File: src/rtl/stack_ctrl_pkg.sv
// Shared definitions for the stack controller: opcode encodings, stack
// bounds, the register-file SP reset value and the bound-check helpers.
package stack_ctrl_pkg;

    // Register-file SP comes out of reset pointing at the empty-stack slot.
    localparam logic [31:0] RF_SP_RESET       = 32'd2047;
    localparam logic [31:0] SP_TOP_DEFAULT    = RF_SP_RESET;
    localparam logic [31:0] SP_BOTTOM_DEFAULT = 32'd0;

    typedef enum logic [2:0] {
        OP_NONE = 3'd0,
        OP_PUSH = 3'd1,
        OP_POP  = 3'd2,
        OP_CALL = 3'd3,
        OP_RET  = 3'd4
    } op_code_e;

    typedef enum logic [2:0] {
        ST_IDLE,
        ST_WR_HI,
        ST_WR_LO,
        ST_RD_A,
        ST_RD_B,
        ST_RD_C
    } state_e;

    // A push needs one free slot at SP. SP one below the bottom is what a
    // decrement past the bottom wraps to, so it is rejected explicitly.
    function automatic logic push_overflow(input logic [31:0] sp,
                                           input logic [31:0] bottom);
        return (sp < bottom) || (sp == bottom - 32'd1);
    endfunction

    // A call needs two free slots: SP and SP-1.
    function automatic logic call_overflow(input logic [31:0] sp,
                                           input logic [31:0] bottom);
        return (sp < bottom + 32'd1) || (sp == bottom - 32'd1);
    endfunction

    // A pop needs one occupied slot above SP.
    function automatic logic pop_underflow(input logic [31:0] sp,
                                           input logic [31:0] top);
        return sp >= top;
    endfunction

    // A return needs two occupied slots above SP.
    function automatic logic ret_underflow(input logic [31:0] sp,
                                           input logic [31:0] top);
        return sp > top - 32'd2;
    endfunction

endpackage

File: src/rtl/stack_ctrl.sv
// Stack controller: sequences PUSH/POP/CALL/RET onto a 16-bit data memory,
// updates SP and PC through register-file write ports, and stalls the
// requester while an operation is in flight.
//
// state    | meaning
// ---------+------------------------------------------------------------
// ST_IDLE  | waiting for a request; errors are answered from here
// ST_WR_HI | CALL: high half of the return address being written at SP
// ST_WR_LO | PUSH word / CALL low half written, SP write and done issued
// ST_RD_A  | POP/RET: read of SP+1 issued
// ST_RD_B  | RET: read of SP+2 issued, low half arriving on mem_rdata
// ST_RD_C  | POP/RET: last read word arriving, result captured on exit
module stack_ctrl
    import stack_ctrl_pkg::*;
#(
    parameter logic [31:0] SP_TOP    = SP_TOP_DEFAULT,
    parameter logic [31:0] SP_BOTTOM = SP_BOTTOM_DEFAULT
) (
    input  logic        clk,
    input  logic        rst,
    input  logic        op_valid,
    input  logic [2:0]  op_code,
    input  logic [31:0] sp_in,
    input  logic [15:0] push_data,
    input  logic [31:0] pc_data,
    input  logic [15:0] mem_rdata,
    output logic        busy,
    output logic [31:0] mem_addr,
    output logic [15:0] mem_wdata,
    output logic        mem_we,
    output logic        mem_re,
    output logic        sp_write,
    output logic [31:0] write_sp_data,
    output logic        pc_write,
    output logic [31:0] write_pc_data,
    output logic        pop_valid,
    output logic [15:0] pop_data,
    output logic        done,
    output logic        stack_err
);

    state_e      state;
    logic [31:0] sp_q;
    logic [15:0] pc_lo_q;
    logic [15:0] ret_lo_q;
    logic        is_ret_q;

    // Sequencer: every output is computed for the state being entered, so
    // all of them are registered and change only on the clock edge.
    always_ff @(posedge clk) begin
        if (!rst) begin
            state         <= ST_IDLE;
            sp_q          <= '0;
            pc_lo_q       <= '0;
            ret_lo_q      <= '0;
            is_ret_q      <= 1'b0;
            busy          <= 1'b0;
            mem_addr      <= '0;
            mem_wdata     <= '0;
            mem_we        <= 1'b0;
            mem_re        <= 1'b0;
            sp_write      <= 1'b0;
            write_sp_data <= '0;
            pc_write      <= 1'b0;
            write_pc_data <= '0;
            pop_valid     <= 1'b0;
            pop_data      <= '0;
            done          <= 1'b0;
            stack_err     <= 1'b0;
        end else begin
            // Strobes default low; data outputs keep their last value.
            mem_we    <= 1'b0;
            mem_re    <= 1'b0;
            sp_write  <= 1'b0;
            pc_write  <= 1'b0;
            pop_valid <= 1'b0;
            done      <= 1'b0;
            stack_err <= 1'b0;

            case (state)
                ST_IDLE: begin
                    busy <= 1'b0;
                    if (op_valid) begin
                        sp_q    <= sp_in;
                        pc_lo_q <= pc_data[15:0];
                        case (op_code)
                            OP_PUSH: begin
                                if (push_overflow(sp_in, SP_BOTTOM)) begin
                                    done      <= 1'b1;
                                    stack_err <= 1'b1;
                                end else begin
                                    state         <= ST_WR_LO;
                                    busy          <= 1'b1;
                                    mem_we        <= 1'b1;
                                    mem_addr      <= sp_in;
                                    mem_wdata     <= push_data;
                                    sp_write      <= 1'b1;
                                    write_sp_data <= sp_in - 32'd1;
                                    done          <= 1'b1;
                                end
                            end
                            OP_CALL: begin
                                if (call_overflow(sp_in, SP_BOTTOM)) begin
                                    done      <= 1'b1;
                                    stack_err <= 1'b1;
                                end else begin
                                    state     <= ST_WR_HI;
                                    busy      <= 1'b1;
                                    mem_we    <= 1'b1;
                                    mem_addr  <= sp_in;
                                    mem_wdata <= pc_data[31:16];
                                end
                            end
                            OP_POP: begin
                                if (pop_underflow(sp_in, SP_TOP)) begin
                                    done      <= 1'b1;
                                    stack_err <= 1'b1;
                                end else begin
                                    state    <= ST_RD_A;
                                    busy     <= 1'b1;
                                    mem_re   <= 1'b1;
                                    mem_addr <= sp_in + 32'd1;
                                    is_ret_q <= 1'b0;
                                end
                            end
                            OP_RET: begin
                                if (ret_underflow(sp_in, SP_TOP)) begin
                                    done      <= 1'b1;
                                    stack_err <= 1'b1;
                                end else begin
                                    state    <= ST_RD_A;
                                    busy     <= 1'b1;
                                    mem_re   <= 1'b1;
                                    mem_addr <= sp_in + 32'd1;
                                    is_ret_q <= 1'b1;
                                end
                            end
                            default: begin
                                // NONE and reserved codes are dropped silently.
                            end
                        endcase
                    end
                end

                ST_WR_HI: begin
                    state         <= ST_WR_LO;
                    busy          <= 1'b1;
                    mem_we        <= 1'b1;
                    mem_addr      <= sp_q - 32'd1;
                    mem_wdata     <= pc_lo_q;
                    sp_write      <= 1'b1;
                    write_sp_data <= sp_q - 32'd2;
                    done          <= 1'b1;
                end

                ST_WR_LO: begin
                    state <= ST_IDLE;
                    busy  <= 1'b0;
                end

                ST_RD_A: begin
                    busy <= 1'b1;
                    if (is_ret_q) begin
                        state    <= ST_RD_B;
                        mem_re   <= 1'b1;
                        mem_addr <= sp_q + 32'd2;
                    end else begin
                        state <= ST_RD_C;
                    end
                end

                ST_RD_B: begin
                    // Low half of the return address is on the bus now.
                    state    <= ST_RD_C;
                    busy     <= 1'b1;
                    ret_lo_q <= mem_rdata;
                end

                ST_RD_C: begin
                    state    <= ST_IDLE;
                    busy     <= 1'b0;
                    sp_write <= 1'b1;
                    done     <= 1'b1;
                    if (is_ret_q) begin
                        pc_write      <= 1'b1;
                        write_pc_data <= {mem_rdata, ret_lo_q};
                        write_sp_data <= sp_q + 32'd2;
                    end else begin
                        pop_valid     <= 1'b1;
                        pop_data      <= mem_rdata;
                        write_sp_data <= sp_q + 32'd1;
                    end
                end

                default: begin
                    state <= ST_IDLE;
                    busy  <= 1'b0;
                end
            endcase
        end
    end

endmodule

File: config.mk
export PLATFORM = sky130hd
export DESIGN_NAME = stack_ctrl
export DESIGN_NICKNAME = d
export VERILOG_FILES = /design/src/rtl/stack_ctrl_pkg.sv /design/src/rtl/stack_ctrl.sv
export SDC_FILE = /design/constraint.sdc
export NUM_CORES = 1
export LEC_CHECK = 0
export CAP_MARGIN = 20
export CORE_MARGIN = 2
export CORE_UTILIZATION = 50
export CTS_CLUSTER_SIZE = 12
export DETAILED_ROUTE_END_ITERATION = 8
export PLACE_DENSITY = 0.74
export RECOVER_POWER = 50
export SETUP_SLACK_MARGIN = 0.02
export SYNTH_ARGS = -nofsm -noshare
export SYNTH_HDL_FRONTEND = slang
export SYNTH_SLANG_ARGS = --single-unit
File: constraint.sdc
create_clock -name clk -period 9.6 [get_ports clk]
set_input_delay 1.44 -clock clk [delete_from_list [all_inputs] [get_ports clk]]
set_output_delay 1.44 -clock clk [all_outputs]
set_load 0.05 [all_outputs]
==> qor.yml, run 1 <==
layout:
  area_growth_pct: 25.8
  drive_gt1_share_pct: 4.71
  nNetsFinal: 1923
  diodes: 0
  fill_cells: 2237
global_route:
  grt_pass1_wl_mm: 69.2
  grt_usage_pct: 33.9
  grt_max_degree: 79
  grt_pass1_vias: 12341
  gr-total-overflow: 0
  grt_antenna_before_repair: 0
detailed_routing:
  drt_iter0_drc: 1391
  drt_first_pass_iters: 6
  viasPerCell: 6.17
  ant_nets: 0
  vias: 13267
  drc: 0
  wl_per_cell_um: 21.1
  wl_mm: 45.4
synthesis:
  synth_area_sq_um: 12100
  yosysMostFrequentCell: "nand2_1"
  synth_fp_nets: 1798
  syn_area_per_cell_sq_um: 7.19
  synth_top_cells_by_count: "nand2_1 (365), dfxtp_1 (204), a21oi_1 (186)"
  synth_top_area_share_pct: 33.6
  synthTopCellsByArea: "dfxtp_1 (34%), nand2_1 (11%), a21oi_1 (7.7%)"
  synthCells: 1688
  synth-async-reset-ratio_pct: 0
  synth_seq_cells: 204
  yosysTopAreaCell: "dfxtp_1"
  synth_top_flop_cell: "dfxtp_1"
  synth_edf_count: 0
  ys_types: 71
  seq_area_frac_synth_pct: 33.6
  yosysWarnings: 0
min_path:
  worstHoldStart: "mem_addr[5]$_SDFFE_PN0P_"
  min_path_type: "flop to flop"
  whs_path_depth: 2
clock_network:
  cts_num_sinks: 204
  cts.path.max_buffers: 3
  htreeDepth: 1
  post-cts-setup-buffers: 0
  path_clk_slew_ns: 0.06
  cts_resized: 0
  numCtsBuffers: 24
  cts_root_buf: "clkbuf_16"
  cts_tree: "yes"
  clkLatencyLatePin_ns: 0.53
  holdBufCountCts: 0
worst_setup_path:
  worstPathArrival_ns: 6.42
  path_depth: 4
  r2r-start: "state[2]$_SDFFE_PN0P_"
  cp-start-kind: "input pin"
  crit_fanout: 78
  worstSetupStartpoint: "rst"
  crit_path_end_kind: "flop"
  regToRegSetupSlack_ns: 4.97
  worstPathCellList: "clkbuf_1 -> clkinvlp_2 -> clkbuf_1 -> a21oi_1"
  critPathBufInv: 3
  critPathTopFamily: "buffers and inverters"
  cpMostUsedCell: "clkbuf_1"
  critPathRequiredTime_ns: 9.99
  worstSetupPathType: "input pin to flop"
  slowest_stage: "clkinvlp_2"
  reg2regPathDepth: 7
  cpPeakStageDelay_ns: 2.37
timing:
  min_period_ns: 6.02
  setup_viol: 0
  relSlewSlack_pct: -107
  max_freq_mhz: 166
  fin_skew_ns: 0.0265
  finalHoldViolations: 0
  tightest_slew_ns: 3.11
  rsz0062_at_grt: "false"
  setup_tns_ns: 0
  fin_crit_sh_pct: 62.7
  slew_viol_final: 269
placement:
  place.gp.congestion: 0.995
  place.port_buffers: 237
  place.detailed.hpwl_mm: 32.4
floorplan:
  rows: 57
  die_h_um: 160
  die_x_um: 160
  die_area_sq_um: 25500
  start_util_pct: 50.4
  num_io_pins: 238
  fp.coreArea_sq_um: 24100
job:
  cap_viol_max_count: 5
power_and_ir_drop:
  ir_drop_v: 0.000113
  power_mw: 2.39
  p_leak_nw: 5.38
  powerDensity_nw_per_um2: 156
status:
  violations: "max-capacitance violations, max-slew violations"
  status: "complete, but fails checks"
[power by group]
part | total [mW] | internal [mW] | switching, mW
Sequential | 0.946 | 0.890 | 0.0566
Combinational | 0.539 | 0.195 | 0.344
Clock | 0.903 | 0.544 | 0.360
[per-layer routing]
metal	vias up	track usage, %	part of all wire (%)
met5	-	0	0
met4	0	17.6	5.5
met3	121	6.29	9.2
met2	700	54.0	45
met1	6239	43.9	40
li1	6207	-	-
[placed cells by master, fill, tap and decap left out, types with 13 or more instances in the layout]
cell             count
o21ai_0             69
clkdlybuf4s50_1    180
buf_4               16
nand2_1            364
or4_1               14
xnor2_1             66
nand4_1             30
mux2i_1             37
or3_1               15
nor3_1              40
and3_1              13
o22ai_1             21
nor4_1              36
o2111ai_1           18
nor2_1             125
a21oi_1            186
dfxtp_1            204
dlygate4sd3_1       56
xor2_1              37
nand3_1             49
clkbuf_16           25
inv_1               14
[flip-flops by register name, indices dropped and copies added, names as in the netlist]
| name | flops |
|---|---|
| pc_write | 1 |
| busy | 1 |
| state | 3 |
| is_ret_q | 1 |
| done | 1 |
| sp_q | 32 |
| write_pc_data | 32 |
| pc_lo_q | 16 |
| pop_valid | 1 |
| mem_wdata | 16 |
| stack_err | 1 |
| mem_re | 1 |
| write_sp_data | 32 |
| mem_addr | 32 |
| sp_write | 1 |
| pop_data | 16 |
| mem_we | 1 |
| ret_lo_q | 16 |
[worst reg2reg max path, delay by kind of cell, from the launching register on]
| family | cells | cell delay [ns] |
|---|---|---|
| DFF | 1 | 0.31 |
| buffers and inverters | 3 | 2.96 |
| and+or+nand+nor | 1 | 0.48 |
| AOI/OAI and AO/OA | 3 | 0.76 |
[cells by family (layout without fill, tap and decap cells)]
| group | Yosys count | in the layout | share of synthesized area (%) |
|---|---|---|---|
| simple gates | 749 | 749 | 28.2 |
| compound gates | 408 | 408 | 21.0 |
| flops | 204 | 204 | 33.6 |
| buf+inv | 179 | 318 | 5.87 |
| xor+xnor | 103 | 103 | 7.43 |
| mux | 37 | 37 | 3.05 |
| fa+ha+maj | 8 | 8 | 0.824 |
[cell type report]
type,instances,area [sq um],area share [%]
Timing Repair Buffer,262,2550,16.7
Multi-Input combinational cell,1305,7390,48.4
Sequential cell,204,4080,26.7
Clock inverter,6,58.8,0.385
Tap cell,324,405,2.65
Inverter,16,61.3,0.401
Clock buffer,34,719,4.71
[through the flow]
step / util, % / hold WS (ns) / std cells / cell area [sq um] / setup slack [ns]
after floorplan: - / 0.432 / 1688 / 12100 / 5.50
after global placement: 60.1 / 0.436 / 2108 / 14500 / 4.42
after detailed placement: 60.1 / 0.444 / 2108 / 14500 / 4.43
after CTS: 63.3 / 0.452 / 2148 / 15300 / 4.96
after global routing: 63.4 / 0.466 / 2151 / 15300 / 3.21
final: 63.4 / 0.444 / 2151 / 15300 / 3.58
[worst paths after layout]
kind	to
setup / recovery	write_pc_data[22]$_SDFFE_PN0P_
hold / removal	mem_addr[5]$_SDFFE_PN0P_
hold reg to reg	mem_addr[5]$_SDFFE_PN0P_
setup reg to reg	write_sp_data[8]$_SDFFE_PN0P_
Power figures use the tool's default switching activity.
==> run 2, diff against run 1 <==
==> constraint.sdc (replaced) <==
create_clock -name clk -period 5.86 [get_ports clk]
set_input_delay 0.879 -clock clk [delete_from_list [all_inputs] [get_ports clk]]
set_output_delay 0.879 -clock clk [all_outputs]
set_load 0.05 [all_outputs]
==> qor.yml, run 2 (synthesis results as in run 1) <==
status:
  status: "complete, but fails checks"
  violations: "max-capacitance violations, max-slew violations"
timing:
  relSlewSlack_pct: -67.8  # +40 points
  min_period_ns: 4.64
  max_freq_mhz: 215
  tightest_slew_ns: 2.52  # -0.596 ns
  finalHoldViolations: 0  # unchanged
  rsz0062_at_grt: "false"
  fin_crit_sh_pct: 79.3
  setup_tns_ns: 0  # unchanged
  fin_skew_ns: 0.0240  # -0.00255 ns
  slew_viol_final: 120  # -55%
  setup_viol: 0  # unchanged
placement:
  placed_cell_area_sq_um: 14500  # +0.10%
  place.gp.congestion: 0.988  # -0.68%
  place.detailed.hpwl_mm: 32.7  # +0.64%
  place.port_buffers: 237  # unchanged
floorplan:
  start_util_pct: 50.4  # unchanged
  die_h_um: 160  # unchanged
  num_io_pins: 238  # unchanged
  die_area_sq_um: 25500  # unchanged
  fp.coreArea_sq_um: 24100  # unchanged
  rows: 57  # unchanged
  die_x_um: 160  # unchanged
layout:
  drive_gt1_share_pct: 4.97  # +0.27 points
  layout_commonest_cell: "nand2_1"
  area_growth_pct: 26.5
  regArea_sq_um: 4080  # unchanged
  fill_cells: 2276  # +1.7%
  nNetsFinal: 1923  # unchanged
  layout_common_cells: "nand2_1 (364), dfxtp_1 (204), a21oi_1 (186), clkdlybuf4s50_1 (181), nor2_1 (125)"
  diodes: 0  # unchanged
  fin_area_sq_um: 15400  # +0.52%
  multi_input_area_sq_um: 7390  # unchanged
worst_setup_path:
  worstSetupPathType: "flop to flop"
  worstPathCellList: "clkbuf_1 -> inv_1 -> nor3_1 -> clkbuf_1 -> a21oi_1 -> o221ai_1 -> o311ai_0 -> o21ai_0"
  slowest_stage: "clkbuf_1"
  critPathRequiredTime_ns: 6.30  # -3.69 ns
  crit_fanout: 27  # -65%
  cp-start-kind: "flop"
  cpMostUsedCell: "clkbuf_1"
  crit_path_end_kind: "flop"
  r2r-start: "state[2]$_SDFFE_PN0P_"
  cpPeakStageDelay_ns: 1.21  # -1.16 ns
  worstPathArrival_ns: 5.09  # -1.33 ns
  worstSetupStartpoint: "state[2]$_SDFFE_PN0P_"
power_and_ir_drop:
  power_mw: 4.07  # +70%
  seqPwrFrac_pct: 38.1  # -1.5 points
  clockPowerShare_pct: 40.3  # +2.5 points
  intPower_mw: 2.80  # +72%
  p_comb_share_pct: 21.6  # -1.0 points
  ir_drop_v: 0.000195  # +73%
  p_leak_nw: 5.42  # +0.61%
  power_switching_mw: 1.27  # +67%
  swShare_pct: 31.3  # -0.55 points
  powerDensity_nw_per_um2: 265  # +69%
min_path:
  worstHoldStart: "mem_addr[7]$_SDFFE_PN0P_"
  min_path_type: "flop to flop"
job:
  cap_viol_max_count: 3  # -2
clock_network:
  numCtsBuffers: 24  # unchanged
  cts_tree: "yes"
  holdBufCountCts: 0  # unchanged
  post-cts-setup-buffers: 0  # unchanged
  clkLatencyLatePin_ns: 0.54  # about the same
  htreeDepth: 1  # unchanged
  cts_resized: 0  # unchanged
  path_clk_slew_ns: 0.07  # about the same
  cts_root_buf: "clkbuf_16"
  cts.path.max_buffers: 3  # unchanged
  cts_num_sinks: 204  # unchanged
detailed_routing:
  wl_per_cell_um: 21.3  # +0.99%
  drt_first_pass_iters: 7  # +1
  drt_iter0_drc: 1478  # +6.3%
  wl_mm: 45.9  # +1.1%
  vias: 13446  # +1.3%
  viasPerCell: 6.24  # +1.2%
  ant_nets: 0  # unchanged
  drc: 0  # unchanged
global_route:
  grt_pass1_wl_mm: 70.8  # +2.3%
  grt_max_degree: 80  # +1.3%
  gr-total-overflow: 0  # unchanged
  grt_pass1_vias: 12569  # +1.8%
  grt_antenna_before_repair: 0  # unchanged
  grt_usage_pct: 34.6  # +0.74 points
## run 2: cell types whose count changed in the layout (fill, tap and decap cells not counted), sizes merged
| cell | change |
|---|---|
| buf | +3 |
| bufinv | +3 |
| clkinv | -3 |
| clkinvlp | +1 |
| clkdlybuf4s50 | +1 |
| inv | +1 |
| clkbuf | -2 |
| dlygate4sd3 | -1 |
## run 2: worst max-delay path: cells and delay by family, from the launching register on
family                 cells  cell delay [ns]
AOI/OAI and AO/OA          4             0.84
and+or+nand+nor            1             0.41
buffers and inverters      3             2.97
DFF                        1             0.31
## run 2: through the flow
step,instances,utilization [%],hold slack [ns],setup slack (ns)
after floorplan,1688,-,0.432,2.32
after global placement,2110,60.1,0.437,1.45
after detailed placement,2110,60.1,0.442,1.37
after CTS,2153,63.7,0.451,1.91
after global routing,2154,63.7,0.461,1.03
final,2154,63.7,0.443,1.22
## run 2: worst paths after layout
path	to	slack [ns]	depth (start not counted)
worst min-delay path	mem_addr[7]$_SDFFE_PN0P_	0.44	2
worst max-delay path	write_sp_data[4]$_SDFFE_PN0P_	1.22	8
worst max register to register	write_sp_data[4]$_SDFFE_PN0P_	1.22	8
worst min register to register	mem_addr[7]$_SDFFE_PN0P_	0.44	2
## run 2: routing by layer
layer / vias up / GRT usage, % / part of all wire, %
li1: 6206 / - / -
met5: - / 0 / 0
met1: 6372 / 44.9 / 40
met4: 0 / 17.5 / 5.3
met3: 125 / 6.52 / 9.4
met2: 743 / 55.2 / 45
## run 2: final cells by class
class                           count  area share (%)
Multi-Input combinational cell   1305            48.1
Timing Repair Buffer              262            16.6
Inverter                           16           0.407
Sequential cell                   204            26.6
Clock inverter                      8           0.945
Clock buffer                       35            4.71
Tap cell                          324            2.64
## run 2: power by group through the flow
stage                     clock, mW  sequential [mW]  combinational [mW]
after floorplan                   0             1.67               0.450
after global placement            0             1.58               0.862
after detailed placement          0             1.57               0.868
after CTS                      1.66             1.55               0.873
after global routing           1.72             1.56               0.931
final                          1.64             1.55               0.878
